==> src/rtl/trigger_ctrl_if.sv <==
`default_nettype none
// ============================================================================
//  Module      : trigger_ctrl_if
//  Description : Host command bus and trigger-stage bus for trigger_ctrl.
//  Revision    : 1.0 - initial release
// ============================================================================
interface trigger_ctrl_if #(
    parameter int NUM_STAGES = 4
);
    logic                  exec_i;
    logic [7:0]            opc_i;
    logic [31:0]           cmd_i;
    logic [31:0]           stg_cmd_o;
    logic [NUM_STAGES-1:0] stg_set_mask_o;
    logic [NUM_STAGES-1:0] stg_set_val_o;
    logic [NUM_STAGES-1:0] stg_set_cfg_o;
    logic                  stg_arm_o;
    logic [NUM_STAGES-1:0] stg_match_i;
    logic [NUM_STAGES-1:0] stg_run_i;
    logic [1:0]            lvl_o;

    modport master (
        output exec_i, opc_i, cmd_i, stg_match_i, stg_run_i,
        input  stg_cmd_o, stg_set_mask_o, stg_set_val_o, stg_set_cfg_o,
        input  stg_arm_o, lvl_o
    );

    modport slave (
        input  exec_i, opc_i, cmd_i, stg_match_i, stg_run_i,
        output stg_cmd_o, stg_set_mask_o, stg_set_val_o, stg_set_cfg_o,
        output stg_arm_o, lvl_o
    );
endinterface
`default_nettype wire

==> src/rtl/trigger_ctrl.sv <==
`default_nettype none
// ============================================================================
//  Module      : trigger_ctrl
//  Description : SUMP trigger stage sequencer: opcode decode, level, fire.
//  Revision    : 1.0 - initial release
// ============================================================================
module trigger_ctrl #(
    parameter int NUM_STAGES = 4
) (
    input  wire logic     clk_i,
    input  wire logic     rst_i,
    trigger_ctrl_if.slave bus,
    output logic          armed_o,
    output logic          trig_o,
    output logic          run_o
);

    typedef enum logic [1:0] {
        ST_IDLE      = 2'd0,
        ST_ARMED     = 2'd1,
        ST_TRIGGERED = 2'd2
    } state_t;

    localparam logic [7:0] C_OPC_RESET = 8'h00;
    localparam logic [7:0] C_OPC_ARM   = 8'h01;

    state_t                state_q, state_d;
    logic [1:0]            lvl_q, lvl_d;
    logic [31:0]           stg_cmd_q, stg_cmd_d;
    logic [NUM_STAGES-1:0] set_mask_q, set_mask_d;
    logic [NUM_STAGES-1:0] set_val_q, set_val_d;
    logic [NUM_STAGES-1:0] set_cfg_q, set_cfg_d;
    logic                  arm_q, arm_d;
    logic                  run_q, run_d;

    logic [3:0]            stage_oh;
    logic                  is_cfg_opc;
    logic                  exec_arm;
    logic                  exec_reset;

    always_comb begin
        stage_oh   = 4'b0001 << bus.opc_i[3:2];
        is_cfg_opc = bus.exec_i && (bus.opc_i[7:4] == 4'hC);
        exec_arm   = bus.exec_i && (bus.opc_i == C_OPC_ARM);
        exec_reset = bus.exec_i && (bus.opc_i == C_OPC_RESET);
    end

    // Decode path: stages beyond NUM_STAGES fall off the slice, so no pulse.
    always_comb begin
        stg_cmd_d  = stg_cmd_q;
        set_mask_d = '0;
        set_val_d  = '0;
        set_cfg_d  = '0;
        if (bus.exec_i) begin
            stg_cmd_d = bus.cmd_i;
        end
        if (is_cfg_opc) begin
            case (bus.opc_i[1:0])
                2'd0:    set_mask_d = stage_oh[NUM_STAGES-1:0];
                2'd1:    set_val_d  = stage_oh[NUM_STAGES-1:0];
                2'd2:    set_cfg_d  = stage_oh[NUM_STAGES-1:0];
                default: ;
            endcase
        end
    end

    always_comb begin
        state_d = state_q;
        lvl_d   = lvl_q;
        arm_d   = 1'b0;
        run_d   = 1'b0;
        case (state_q)
            ST_ARMED: begin
                // A reset command beats a coinciding run; an arm here is a no-op.
                if (exec_reset) begin
                    state_d = ST_IDLE;
                    lvl_d   = 2'd0;
                end else begin
                    if ((|bus.stg_match_i) && (lvl_q != 2'd3)) begin
                        lvl_d = lvl_q + 2'd1;
                    end
                    if (|bus.stg_run_i) begin
                        state_d = ST_TRIGGERED;
                        run_d   = 1'b1;
                    end
                end
            end
            default: begin
                if (exec_arm) begin
                    state_d = ST_ARMED;
                    lvl_d   = 2'd0;
                    arm_d   = 1'b1;
                end else if (exec_reset) begin
                    state_d = ST_IDLE;
                    lvl_d   = 2'd0;
                end
            end
        endcase
    end

    always_ff @(posedge clk_i) begin
        if (rst_i) begin
            state_q    <= ST_IDLE;
            lvl_q      <= 2'd0;
            stg_cmd_q  <= 32'd0;
            set_mask_q <= '0;
            set_val_q  <= '0;
            set_cfg_q  <= '0;
            arm_q      <= 1'b0;
            run_q      <= 1'b0;
        end else begin
            state_q    <= state_d;
            lvl_q      <= lvl_d;
            stg_cmd_q  <= stg_cmd_d;
            set_mask_q <= set_mask_d;
            set_val_q  <= set_val_d;
            set_cfg_q  <= set_cfg_d;
            arm_q      <= arm_d;
            run_q      <= run_d;
        end
    end

    assign bus.stg_cmd_o      = stg_cmd_q;
    assign bus.stg_set_mask_o = set_mask_q;
    assign bus.stg_set_val_o  = set_val_q;
    assign bus.stg_set_cfg_o  = set_cfg_q;
    assign bus.stg_arm_o      = arm_q;
    assign bus.lvl_o          = lvl_q;
    assign armed_o            = (state_q == ST_ARMED);
    assign trig_o             = (state_q == ST_TRIGGERED);
    assign run_o              = run_q;

endmodule
`default_nettype wire

==> src/flat_wrapper.sv <==
// flat-port wrapper written by rule: the top's interface ports become plain ports
module trigger_ctrl_flat 
#(
    parameter int NUM_STAGES = 4
)
  (clk_i, rst_i, armed_o, trig_o, run_o, bus_exec_i, bus_opc_i, bus_cmd_i, bus_stg_match_i, bus_stg_run_i, bus_stg_cmd_o, bus_stg_set_mask_o, bus_stg_set_val_o, bus_stg_set_cfg_o, bus_stg_arm_o, bus_lvl_o);
  trigger_ctrl_if #(.NUM_STAGES(NUM_STAGES)) bus_i ();
  input  wire logic clk_i;
  input  wire logic rst_i;
  output logic armed_o;
  output logic trig_o;
  output logic run_o;
  input wire logic [$bits(bus_i.exec_i)-1:0] bus_exec_i;
  input wire logic [$bits(bus_i.opc_i)-1:0] bus_opc_i;
  input wire logic [$bits(bus_i.cmd_i)-1:0] bus_cmd_i;
  input wire logic [$bits(bus_i.stg_match_i)-1:0] bus_stg_match_i;
  input wire logic [$bits(bus_i.stg_run_i)-1:0] bus_stg_run_i;
  output wire logic [$bits(bus_i.stg_cmd_o)-1:0] bus_stg_cmd_o;
  output wire logic [$bits(bus_i.stg_set_mask_o)-1:0] bus_stg_set_mask_o;
  output wire logic [$bits(bus_i.stg_set_val_o)-1:0] bus_stg_set_val_o;
  output wire logic [$bits(bus_i.stg_set_cfg_o)-1:0] bus_stg_set_cfg_o;
  output wire logic [$bits(bus_i.stg_arm_o)-1:0] bus_stg_arm_o;
  output wire logic [$bits(bus_i.lvl_o)-1:0] bus_lvl_o;
  assign bus_i.exec_i = bus_exec_i;
  assign bus_i.opc_i = bus_opc_i;
  assign bus_i.cmd_i = bus_cmd_i;
  assign bus_i.stg_match_i = bus_stg_match_i;
  assign bus_i.stg_run_i = bus_stg_run_i;
  assign bus_stg_cmd_o = bus_i.stg_cmd_o;
  assign bus_stg_set_mask_o = bus_i.stg_set_mask_o;
  assign bus_stg_set_val_o = bus_i.stg_set_val_o;
  assign bus_stg_set_cfg_o = bus_i.stg_set_cfg_o;
  assign bus_stg_arm_o = bus_i.stg_arm_o;
  assign bus_lvl_o = bus_i.lvl_o;
  trigger_ctrl #(.NUM_STAGES(NUM_STAGES)) u_core (.clk_i(clk_i), .rst_i(rst_i), .bus(bus_i), .armed_o(armed_o), .trig_o(trig_o), .run_o(run_o));
endmodule
==> config.mk <==
export PLATFORM = sky130hd
export DESIGN_NAME = trigger_ctrl_flat
export DESIGN_NICKNAME = d
export VERILOG_FILES = /design/src/rtl/trigger_ctrl_if.sv /design/src/rtl/trigger_ctrl.sv /design/src/flat_wrapper.sv
export SDC_FILE = /design/constraint.sdc
export NUM_CORES = 1
export LEC_CHECK = 0
export ABC_AREA = 1
export BUFFER_PORTS_ARGS = -buffer_cell sky130_fd_sc_hd__buf_2
export CAP_MARGIN = 20
export CORE_ASPECT_RATIO = 0.8
export CORE_MARGIN = 3
export CORE_UTILIZATION = 25
export CTS_BUF_LIST = sky130_fd_sc_hd__clkbuf_8
export DETAILED_ROUTE_END_ITERATION = 6
export MAX_ROUTING_LAYER = met4
export PLACE_DENSITY = 0.5
export SETUP_SLACK_MARGIN = 0.4
export SYNTH_ARGS = -nofsm -noshare
export SYNTH_HDL_FRONTEND = slang
export SYNTH_SLANG_ARGS = --single-unit
export TNS_END_PERCENT = 10
==> constraint.sdc <==
create_clock -name clk_i -period 2.79 [get_ports clk_i]
set_clock_uncertainty 0.05 [all_clocks]
set_input_delay 0.1395 -clock clk_i [delete_from_list [all_inputs] [get_ports clk_i]]
set_output_delay 0.1395 -clock clk_i [all_outputs]
set_load 0.05 [all_outputs]
==> flow_summary.yaml <==
sta:
  tightest_slew_ns: 0.8633
  holdWs_ns: 0.01062
  clock.fmax_mhz: 703.4
  setup_viol: 0
  tns_ns: 0
  hold_violations: 0
  min_period_ns: 1.422
  relSlewSlack_pct: 42.38
  post-route-period-util_pct: 50.96
  grt_setup_unrepaired: "no"
  slew_violations: 0
clock_tree:
  path_clk_slew_ns: 0.09
  htreeDepth: 2
  cts_num_sinks: 50
  cts_tree: "yes"
  cts_resized: 0
  clk_path_buf_depth: 2
  cts_root_buf: "clkbuf_8"
  cts_buffers: 5
  clock_latency_ns: 0.30
power_and_ir_drop:
  power_frac_seq_pct: 49.5
  ir_drop_v: 0.0002285
  p_int_uw: 1087
  p_comb_share_pct: 16.9
  switchingPower_uw: 447.8
  p_leak_uw: 0.001312
  clkPwrFrac_pct: 33.6
  powerDensity_nw_per_um2: 602.4
  switching_share_pct: 29.18
logic_synthesis:
  synth_edf_count: 0
  synthArstFlopShare_pct: 0
  postSynthAreaPerCell_um2: 7.780
  ys_seq_area_share_pct: 54.98
  synthCells: 234
  synth_common_cells: "nor2_1, dfxtp_1, o21ai_0, nand2_1, inv_1"
  synth_flop_cell: "dfxtp_1"
  yosysTopAreaCellShare_pct: 54.98
  syn_area_um2: 1820
  yosysWarningCount: 0
  synth.area.top_cells: "dfxtp_1, nor2_1, o21ai_0"
  syn-num-nets: 286
  synthDistinctLibCells: 21
  yosys_register_bits: 50
  synth_most_common_cell: "nor2_1"
  yosysTopAreaCell: "dfxtp_1"
job:
  maxCapViolCount: 0
status:
  outcome: "finished, final reports clean"
placed_design:
  gp_congestion: 0.7394
  port_buffers: 100
  dp_hpwl_mm: 3.293
setup_path:
  path_max_fanout: 35
  rr_startpoint: "u_core.state_q[0]$_SDFFE_PP0P_"
  start_kind: "input pin"
  rr_worst_depth: 8
  critical_path_required_ns: 2.98
  r2r_end: "u_core.bus.lvl_o[1]$_SDFFE_PP0P_"
  worstSetupPathType: "input pin to flop"
  endpoint_kind: "flop"
  cp_data_arrival_time_ns: 1.61
  critPathLaunch: "bus_exec_i"
  r2r_slack_ns: 1.58
grt:
  overflow: 0
  track_usage_pct: 11.36
  grt_max_degree: 36
  grt_first_pass_wirelength_mm: 7.362
  grt_pass1_vias: 1625
  antenna_found_initial: 0
cells_and_area:
  area_growth_pct: 39.93
  n_antenna_cell: 0
  final_layout_size_suffix_gt1_share_pct: 37.09
  finalNetCount: 388
hold_path:
  worstHoldPathType: "input pin to flop"
  holdPathStages: 3
  hold_start: "bus_cmd_i[23]"
  whs_endpoint: "u_core.bus.stg_cmd_o[23]$_SDFFE_PP0P_"
floorplan:
  fp.dieH_um: 82.33
  rows: 27
  io_pins: 101
  dieArea_um2: 8348
  core_region_area_um2: 6959
  fp.dieW_um: 101.4
  initial_core_util_pct: 26.16
route:
  routed_wl_mm: 4.585
  drc: 0
  num_vias: 1748
  drtAntennaViolNets: 0
  route.detailed.wl_per_inst_um: 10.81
  first_pass_iters: 4
  via_per_inst: 4.123
  drtIter0Drc: 25
-- layout make-up --
cell class	instances	area [µm²]
fillers	757	4412
flip-flops and latches	50	1001
clock buffers	5	68.82
repair buffers	104	540.5
inverters	14	52.55
well taps	87	108.9
clock inverters	3	43.79
multi-input cells	161	732.0
-- through the flow --
stage | setup WS [ns] | cell area (µm²) | total power [µW] | std cells | utilization (%)
2_1_floorplan | 1.238 | 1821 | 949.9 | 234 | -
3_5_place_dp | 1.021 | 2395 | 1034 | 412 | 34.41
4_1_cts | 1.341 | 2537 | 1559 | 423 | 36.46
3_3_place_gp | 1.022 | 2395 | 1035 | 412 | 34.41
5_1_grt | 1.148 | 2547 | 1611 | 424 | 36.61
6_report | 1.368 | 2547 | 1535 | 424 | 36.61
-- kinds of logic after synthesis --
| family | after synthesis | synth area share [%] |
|---|---|---|
| buffers and inverters | 23 | 4.811 |
| AO/OA/AOI/OAI | 36 | 10.10 |
| AND/OR/NAND/NOR | 124 | 29.42 |
| adder cells (fa/ha/maj) | 1 | 0.6872 |
| flip-flops | 50 | 54.98 |
-- cells in the final DEF, fill, tap and decap left out, types with 2 or more instances in the layout --
master / count
clkbuf_8: 5
dlygate4sd3_1: 4
o21ai_0: 32
nor3_2: 2
buf_2: 100
nor2_2: 3
nand2_2: 3
nand3_1: 7
inv_2: 3
inv_1: 11
nand2_1: 14
a21oi_1: 2
dfxtp_1: 50
nor2_1: 90
-- critical path: stages --
cell     delay (ns)
buf_2          0.44
inv_2          0.39
nor3_2         0.31
nand3_1        0.19
nor2_1         0.12
-- sequential cells by signal, indices dropped and copies added, names as in the netlist --
signal,count
u_core.bus.lvl_o,2
u_core.bus.stg_set_cfg_o,4
u_core.bus.stg_cmd_o,32
u_core.state_q,2
u_core.bus.stg_set_mask_o,4
u_core.bus.stg_arm_o,1
u_core.run_o,1
u_core.bus.stg_set_val_o,4
-- worst max path at each step --
stage / endpoint
3_5_place_dp: u_core.bus.stg_set_mask_o[1]$_SDFF_PP0_
4_1_cts: u_core.bus.stg_set_mask_o[1]$_SDFF_PP0_
5_1_grt: u_core.bus.stg_set_mask_o[1]$_SDFF_PP0_
3_3_place_gp: u_core.bus.stg_set_cfg_o[0]$_SDFF_PP0_
2_1_floorplan: u_core.state_q[0]$_SDFFE_PP0P_
6_report: u_core.bus.stg_set_cfg_o[3]$_SDFF_PP0_
-- power by group through the flow --
stage / Sequential (µW) / Combinational [µW] / Clock, µW
floorplan: 888 / 61.5 / 0
global placement: 778 / 258 / 0
detailed placement: 776 / 258 / 0
CTS: 760 / 262 / 537
global route: 764 / 282 / 564
finish: 760 / 260 / 515
-- per-layer routing --
layer | vias to the layer above | share of wire [%] | GRT usage, %
met1 | 745 | 47 | 14.57
li1 | 936 | - | -
met2 | 63 | 44 | 17.36
met4 | 0 | 0.87 | 3.586
met3 | 4 | 8.4 | 3.275
met5 | - | 0 | -
-- repair_timing --
action                    in CTS  in global routing
hold endpoints to repair       3                  1
buffers inserted               0                  0
hold buffers                   3                  1
(Power assumes the default switching activity.)
